--- src/rtl/div_unit.sv ---
// 32-bit iterative restoring divider for DIV/DIVU.
// An accepted start occupies 33 RUN cycles, then one FIX cycle, then one DONE cycle.
// RUN spends 32 cycles on shift-subtract steps. Its final cycle, with the counter at 32,
// only hands off to FIX, which applies the result signs.
module div_unit (
    input  logic        clk,
    input  logic        rst,
    input  logic        start,
    input  logic        cancel,
    input  logic        is_signed,
    input  logic [31:0] dividend,
    input  logic [31:0] divisor,
    output logic        busy,
    output logic        done,
    output logic [31:0] quotient,
    output logic [31:0] remainder
);

    typedef enum logic [1:0] {StIdle, StRun, StFix, StDone} state_e;

    state_e      state_q, state_d;
    logic [5:0]  cnt_q, cnt_d;
    logic [31:0] dvd_q, dvd_d;    // dividend magnitude, becomes quotient magnitude
    logic [31:0] dvs_q, dvs_d;    // divisor magnitude
    logic [31:0] part_q, part_d;  // partial remainder
    logic        q_neg_q, q_neg_d;
    logic        r_neg_q, r_neg_d;
    logic        dz_q, dz_d;      // divide by zero
    logic        busy_q, busy_d;
    logic        done_q, done_d;
    logic [31:0] quo_q, quo_d;
    logic [31:0] rem_q, rem_d;

    logic        a_neg, b_neg;
    logic [31:0] a_mag, b_mag;
    logic [32:0] part_shift;
    logic        fits;

    assign a_neg      = is_signed & dividend[31];
    assign b_neg      = is_signed & divisor[31];
    assign a_mag      = a_neg ? (32'd0 - dividend) : dividend;
    assign b_mag      = b_neg ? (32'd0 - divisor) : divisor;
    assign part_shift = {part_q, dvd_q[31]};
    assign fits       = part_shift >= {1'b0, dvs_q};

    // Next-state and datapath logic.
    // Cancel outranks start. Results only change in FIX.
    always_comb begin
        state_d = state_q;
        cnt_d   = cnt_q;
        dvd_d   = dvd_q;
        dvs_d   = dvs_q;
        part_d  = part_q;
        q_neg_d = q_neg_q;
        r_neg_d = r_neg_q;
        dz_d    = dz_q;
        quo_d   = quo_q;
        rem_d   = rem_q;
        unique case (state_q)
            StIdle, StDone: begin
                state_d = StIdle;
                if (start && !cancel) begin
                    state_d = StRun;
                    cnt_d   = 6'd0;
                    dvd_d   = a_mag;
                    dvs_d   = b_mag;
                    part_d  = 32'd0;
                    dz_d    = (divisor == 32'd0);
                    q_neg_d = a_neg ^ b_neg;
                    r_neg_d = a_neg;
                end
            end
            StRun: begin
                if (cancel) begin
                    state_d = StIdle;
                end else if (cnt_q == 6'd32) begin
                    state_d = StFix;
                end else begin
                    // Divisor 0 always fits; low 32 bits then just collect the dividend.
                    part_d = fits ? (part_shift[31:0] - dvs_q) : part_shift[31:0];
                    dvd_d  = {dvd_q[30:0], fits};
                    cnt_d  = cnt_q + 6'd1;
                end
            end
            StFix: begin
                if (cancel) begin
                    state_d = StIdle;
                end else begin
                    state_d = StDone;
                    quo_d   = dz_q ? 32'hFFFF_FFFF : (q_neg_q ? (32'd0 - dvd_q) : dvd_q);
                    rem_d   = r_neg_q ? (32'd0 - part_q) : part_q;
                end
            end
            default: state_d = StIdle;
        endcase
        busy_d = (state_d == StRun) || (state_d == StFix);
        done_d = (state_d == StDone);
    end

    // State registers with synchronous active-high reset.
    always_ff @(posedge clk) begin
        if (rst) begin
            state_q <= StIdle;
            cnt_q   <= 6'd0;
            dvd_q   <= 32'd0;
            dvs_q   <= 32'd0;
            part_q  <= 32'd0;
            q_neg_q <= 1'b0;
            r_neg_q <= 1'b0;
            dz_q    <= 1'b0;
            busy_q  <= 1'b0;
            done_q  <= 1'b0;
            quo_q   <= 32'd0;
            rem_q   <= 32'd0;
        end else begin
            state_q <= state_d;
            cnt_q   <= cnt_d;
            dvd_q   <= dvd_d;
            dvs_q   <= dvs_d;
            part_q  <= part_d;
            q_neg_q <= q_neg_d;
            r_neg_q <= r_neg_d;
            dz_q    <= dz_d;
            busy_q  <= busy_d;
            done_q  <= done_d;
            quo_q   <= quo_d;
            rem_q   <= rem_d;
        end
    end

    assign busy      = busy_q;
    assign done      = done_q;
    assign quotient  = quo_q;
    assign remainder = rem_q;

endmodule

--- config.mk ---
export PLATFORM = sky130hd
export DESIGN_NAME = div_unit
export DESIGN_NICKNAME = d
export VERILOG_FILES = /design/src/rtl/div_unit.sv
export SDC_FILE = /design/constraint.sdc
export NUM_CORES = 1
export LEC_CHECK = 0
export BUFFER_PORTS_ARGS = -buffer_cell sky130_fd_sc_hd__buf_2
export CORE_MARGIN = 2
export CORE_UTILIZATION = 44
export CTS_BUF_LIST = sky130_fd_sc_hd__clkbuf_8
export DETAILED_ROUTE_END_ITERATION = 8
export SETUP_SLACK_MARGIN = 0.1
export SLEW_MARGIN = 20
export SYNTH_ARGS = -nofsm -noshare
export SYNTH_HDL_FRONTEND = slang
export SYNTH_SLANG_ARGS = --single-unit
--- constraint.sdc ---
create_clock -name clk -period 3.6 [get_ports clk]
set_clock_uncertainty 0.15 [all_clocks]
set_input_delay 0 -clock clk [delete_from_list [all_inputs] [get_ports clk]]
set_output_delay 0 -clock clk [all_outputs]
set_load 0.02 [all_outputs]
* Word level (Yosys, flattened, before mapping) *
Cells that the tools add are included.
Widths: inputs -> output; s select.

cells by class
  $add $sub $neg = 6
  magnitude comparators = 1
  equal/unequal tests = 10
  muxes and demuxes = 23
  bitwise gates (word level) = 4
  reductions and logical operators = 10

operators by type and width
  kind                   number
  $mux 32                12
  $pmux 32 s2            2
  $sub 1x32->32 const A  4
  $ge 33x32->1           1
  $logic_not 32->1       1
  $sub 32x32->32         1
  $mux 6                 3
  $pmux 6 s2             1
  $eq 2x2->1 const B     4
  $add 6x1->6 const B    1
  $eq 6x6->1 const B     1
  $mux 2                 3
  $ne 2x2->1 const B     3
  $pmux 2 s3             1
  $eq 2x1->1 const B     2
  $reduce_and 2->1       2
  $reduce_and 4->1       1
  $and 1x1->1            2
  $logic_not 2->1        1
  $reduce_bool 2->1      1
  $reduce_or 2->1        1
  $logic_and 1x1->1      1
  $logic_not 1->1        1
  $logic_or 1x1->1       1
  other kinds (3)        3

storage, ports and cells
  flip-flop bits (word level) = 173
  bits of input ports = 69
  output and inout bits = 66
  word-level logic and storage cells = 66

* Longest topological paths before layout *
  depth in word-level cells = 6
  mapped depth = 13
  gate-level depth less buffers = 12

* Worst setup path after synthesis *
Ideal clock, no wire load.

  kind = reg-to-reg
  from = reg part_q[0]
  to = reg part_q[7]
  setup time = 0.128 ns
  data arrival time = 2.598 ns
  data required time = 3.322 ns
  slack = 0.724 ns
  stages on the path, launching flop included = 12
  path buffers = 2
  period minus slack after synthesis = 2.876 ns
  cells stage by stage = dfxtp_1 > ha_1 > nor2b_1 > o31a_1 > o311ai_1 > o211a_1 > o21bai_1 > a41oi_1 > buf_2 > buf_4 > mux2i_1 > o21ai_0

between the ends
  word-level cells in the longest chain between the ends = 5
  elaborated cells on any way between the ends = 6
  those cells by class = add/sub: 1; order compare: 1; mux: 4

RTL lines
  what                                            line    source
  start, declared                                 25      logic [31:0] part_q, part_d;
  start signal, assigned                          120     part_q <= part_d;
  $sub 32x32->32 or $ge 33x32->1 (tied branches)  80, 44
  $mux 32 (*)                                     80      part_d = fits ? (part_shift[31:0] - dvs_q) : part_shift[31:0];
  $mux 32 (*)                                     76      end else if (cnt_q == 6'd32) begin
  $mux 32 (*)                                     74      if (cancel) begin
  $pmux 32 s2 (*)                                 59      unique case (state_q)

Every way passes the cells marked *; elsewhere a longest branch is shown, timed or not. The select of a mux whose other input is x is not followed.
A chain may end at the register's enable or synchronous reset.

* Final worst setup path *
  from = in divisor[4]
  to = reg dvs_q[23]

between the ends
  word-level cells in the longest chain between the ends = 2

RTL lines
  what                  line  source
  start, declared       12    input logic [31:0] divisor,
  $sub 1x32->32         42    assign b_mag = b_neg ? (32'd0 - divisor) : divisor;
  $mux 32               42
  end signal, assigned  119   dvs_q <= dvs_d;
  end, declared         24    logic [31:0] dvs_q, dvs_d;

No other way between the ends.

==> flow_summary.toml <==
[pwr]
power_leakage_nw = 5.488
p_sw_mw = 1.340
p_comb_share_pct = 20.6
switching_share_pct = 31.02
seqPwrFrac_pct = 46.7
power_density_nw_per_um2 = 321.9
vdd_drop_max_v = 0.0003040
clkPwrFrac_pct = 32.6
p_int_mw = 2.980

[route]
drt_iter0_drc = 818
dr.pass1.iters = 6
wl_per_cell_um = 15.99
route.detailed.drc = 0
via_count = 10600
antenna_left = 0
wirelength_mm = 31.34
via_per_inst = 5.408

[place]
hpwlAfterDp_mm = 23.34
gp_congestion = 0.9225
post_dp_cell_area_um2 = 12060
portBuffers = 134

[clock_tree]
htreeDepth = 4
cts_tree = "done"
cts_setup_buffers = 0
cts_buffers = 17
cts_num_sinks = 173
cts.path.max_buffers = 2
worstSkewPairLatency_ns = 0.46
root_buffer = "clkbuf_8"
clk_pin_slew_ns = 0.11

[hold_path]
hp-class = "in -> reg"
min-delay-start = "start"

[die]
die_y_um = 162.9
chipWidth_um = 162.9
core-area_um2 = 24960
boundaryPins = 135
die_area_um2 = 26550
initial_core_util_pct = 44.52
rows = 58

[final_layout]
fin_nets = 1728
final_cell_area_um2 = 13420
drive_above_1_share_pct = 13.62
diodes = 0
area_growth_pct = 20.73

[sta]
setup_viol = 0
maxSlewHeadroom_pct = 33.60
rsz0062_at_grt = "no"
tns_ns = 0
slew_viol_final = 0
worst_slew_pin_slew_ns = 0.9947
finalHoldViolations = 0
fin_crit_sh_pct = 91.51
fin_crit_ns = 3.294
clock.fmax_mhz = 303.5

[global_route]
grt_pass1_vias = 9496
grt_use_met2_pct = 31.55
antenna_found_initial = 0
grt-busiest-layer = "met1"
overflow = 0
grt_pass1_wl_mm = 50.44
grt_usage_pct = 23.54
grt_util_met1_pct = 38.98
grt_max_degree = 76
grtUsageMet3_pct = 2.827

[logic_synthesis]
async_reset_ff_share_pct = 0
yosysWarnings = 0
synthesis.area_um2 = 11110
synth_xor_area_share_pct = 11.58
synth_flop_cell = "dfxtp_1"
synth_edf_count = 0
synth_seq_area_share_pct = 31.16
synthAdderAreaFrac_pct = 4.796
synth-simple-area-share_pct = 21.66
synth_cell_type_count = 73
yosys_register_bits = 173
synth_compound_area_share_pct = 23.27
syn_area_per_cell_um2 = 7.740
synth_cells = 1436
synth_mux_area_share_pct = 2.555
synth_fp_nets = 1547
synth_top_family_by_area = "compound AO/OA/AOI/OAI gates"

[critical_path]
arrival_ns = 3.51
max_stage_delay_ns = 0.58
cp_max_fo = 5
cp.buffers_inverters = 3
worstSetupPathType = "in -> reg"
worstPathRequired_ns = 3.82
cpLargestDelayFamily = "simple AND/OR/NAND/NOR gates"
worstReg2RegStart = "part_q[0]$_SDFFE_PP0P_"
crit_start = "divisor[4]"
cp_slowest_cell = "dlygate4sd3_1"
crit_chain = "dlygate4sd3_1, buf_2, or4_1, or4_1, nor4_4, nand3_1, o21ai_0, xor2_1, dlygate4sd3_1, a211oi_1"
crit_path_start_kind = "input pin"
cp-end-kind = "flop"

[run_status]
outcome = "completed"

[run]
drv_cap = 0
==> flip-flops by register name, summed over array words and instances, names as in the netlist <==
| name | flops |
|---|---|
| remainder | 32 |
| cnt_q | 6 |
| r_neg_q | 1 |
| busy | 1 |
| state_q | 2 |
| part_q | 32 |
| dvd_q | 32 |
| q_neg_q | 1 |
| dvs_q | 32 |
| quotient | 32 |
| done | 1 |
| dz_q | 1 |
==> worst paths after layout <==
path         slack [ns]  depth (start not counted)                          to
max                0.31                         10      dvs_q[23]$_SDFFE_PP0P_
min                0.03                          5        r_neg_q$_SDFFE_PP0P_
min reg2reg        0.30                          2  remainder[29]$_SDFFE_PP0P_
max reg2reg        0.34                         10      part_q[0]$_SDFFE_PP0P_
==> layer usage <==
layer  vias up  share of wire (%)
met3        18                5.6
met5         -                  0
met2       288                 38
met1      4817                 55
met4         0                1.1
li1       5477                  -
==> layout by cell type (no fill, tap or decap), drive strengths merged, types with 5 or more instances in the layout <==
cell and instances:
dfxtp 173, nand2 168, nor2 160, buf 155
o21ai 100, dlygate4sd3 96, a21oi 87, xor2 81
xnor2 66, inv 63, a211oi 55, nor3 43
ha 41, o31ai 30, o22ai 25, mux2i 25
nand3 21, a21o 19, clkbuf 17, nand2b 14
a31oi 13, or3 13, nor4 13, o41ai 13
nor2b 12, or4 12, a32oi 11, nand4 9
and2 9, or2 7, and3 6, o21bai 6
o211ai 5, o21a 5
==> synth_stat cells (4+ instances only) <==
cell,instances,area share [%]
ha_1,41,4.6
dfxtp_1,173,31
o22ai_1,25,1.4
o21ai_1,5,0.23
inv_1,55,1.9
or4_1,9,0.61
a211oi_1,55,3.7
mux2i_1,25,2.3
o41ai_2,5,0.73
o211ai_1,5,0.34
a21oi_1,87,3.9
nor4_1,9,0.51
nor2b_1,12,0.68
or2_2,5,0.28
clkbuf_1,74,2.5
nand2b_1,14,0.79
buf_2,4,0.18
buf_1,9,0.30
nand4b_1,4,0.32
xnor2_1,66,5.2
nand2_1,168,5.7
a31oi_1,13,0.73
and3_1,6,0.34
xor2_1,81,6.4
or3_1,12,0.68
nor3_1,40,1.8
o21a_1,5,0.34
nand3_1,20,0.90
o21bai_1,6,0.41
o31ai_1,30,2.0
and2_1,9,0.51
a32oi_1,11,0.87
a21o_1,19,1.3
o41ai_1,8,0.63
nor2_1,160,5.4
nand3b_1,4,0.27
o21ai_0,95,4.3
nand4_1,9,0.51
==> final cells by class <==
type                       instances  area [um^2]
clock inverter                    15        160.2
sequential                       173         3463
fill                            2468        11550
tap                              330        412.9
inverter                          55        206.4
timing repair buffer             251         1804
clock buffer                      17        234.0
multi-input combinational       1119         7137
==> worst min-delay path: cells and delay by family <==
kind | cells | cell delay [ns]
simple gates | 3 | 0.38
buf+inv | 1 | 0.12
compound gates | 1 | 0.07
==> logic make-up after synthesis <==
group	after synthesis
DFF	173
xor gates and xnor gates	147
AOI/OAI and AO/OA	396
buffers and inverters	144
adders and majority gates	42
and+or+nand+nor	506
muxes	28
==> power groups by stage <==
| stage | registers (mW) | logic [mW] | clock network (mW) |
|---|---|---|---|
| 6_report | 2.02 | 0.892 | 1.41 |
| 2_1_floorplan | 2.04 | 0.561 | 0 |
| 4_1_cts | 2.02 | 0.880 | 1.44 |
| 3_3_place_gp | 2.06 | 0.784 | 0 |
| 3_5_place_dp | 2.06 | 0.785 | 0 |
| 5_1_grt | 2.03 | 0.982 | 1.51 |
==> per-stage QoR <==
step / utilization, % / std cells / setup WS [ns] / hold slack (ns) / power [mW]
detailed placement: 48.32 / 1832 / 0.3513 / 0.1634 / 2.847
floorplan: - / 1436 / 0.7237 / -0.01403 / 2.601
CTS: 53.75 / 1960 / 0.3244 / 0.006557 / 4.338
finish: 53.75 / 1960 / 0.3055 / 0.02975 / 4.320
global route: 53.75 / 1960 / 0.1361 / 0.03074 / 4.523
global placement: 48.32 / 1832 / 0.4303 / 0.1654 / 2.843
==> timing repair <==
| item | CTS | global route |
|---|---|---|
| hold endpoints to repair | 105 | 0 |
| hold buffers | 96 | 0 |
| gates resized for setup | 0 | 0 |
No activity file was read; power rests on OpenSTA's default activity.
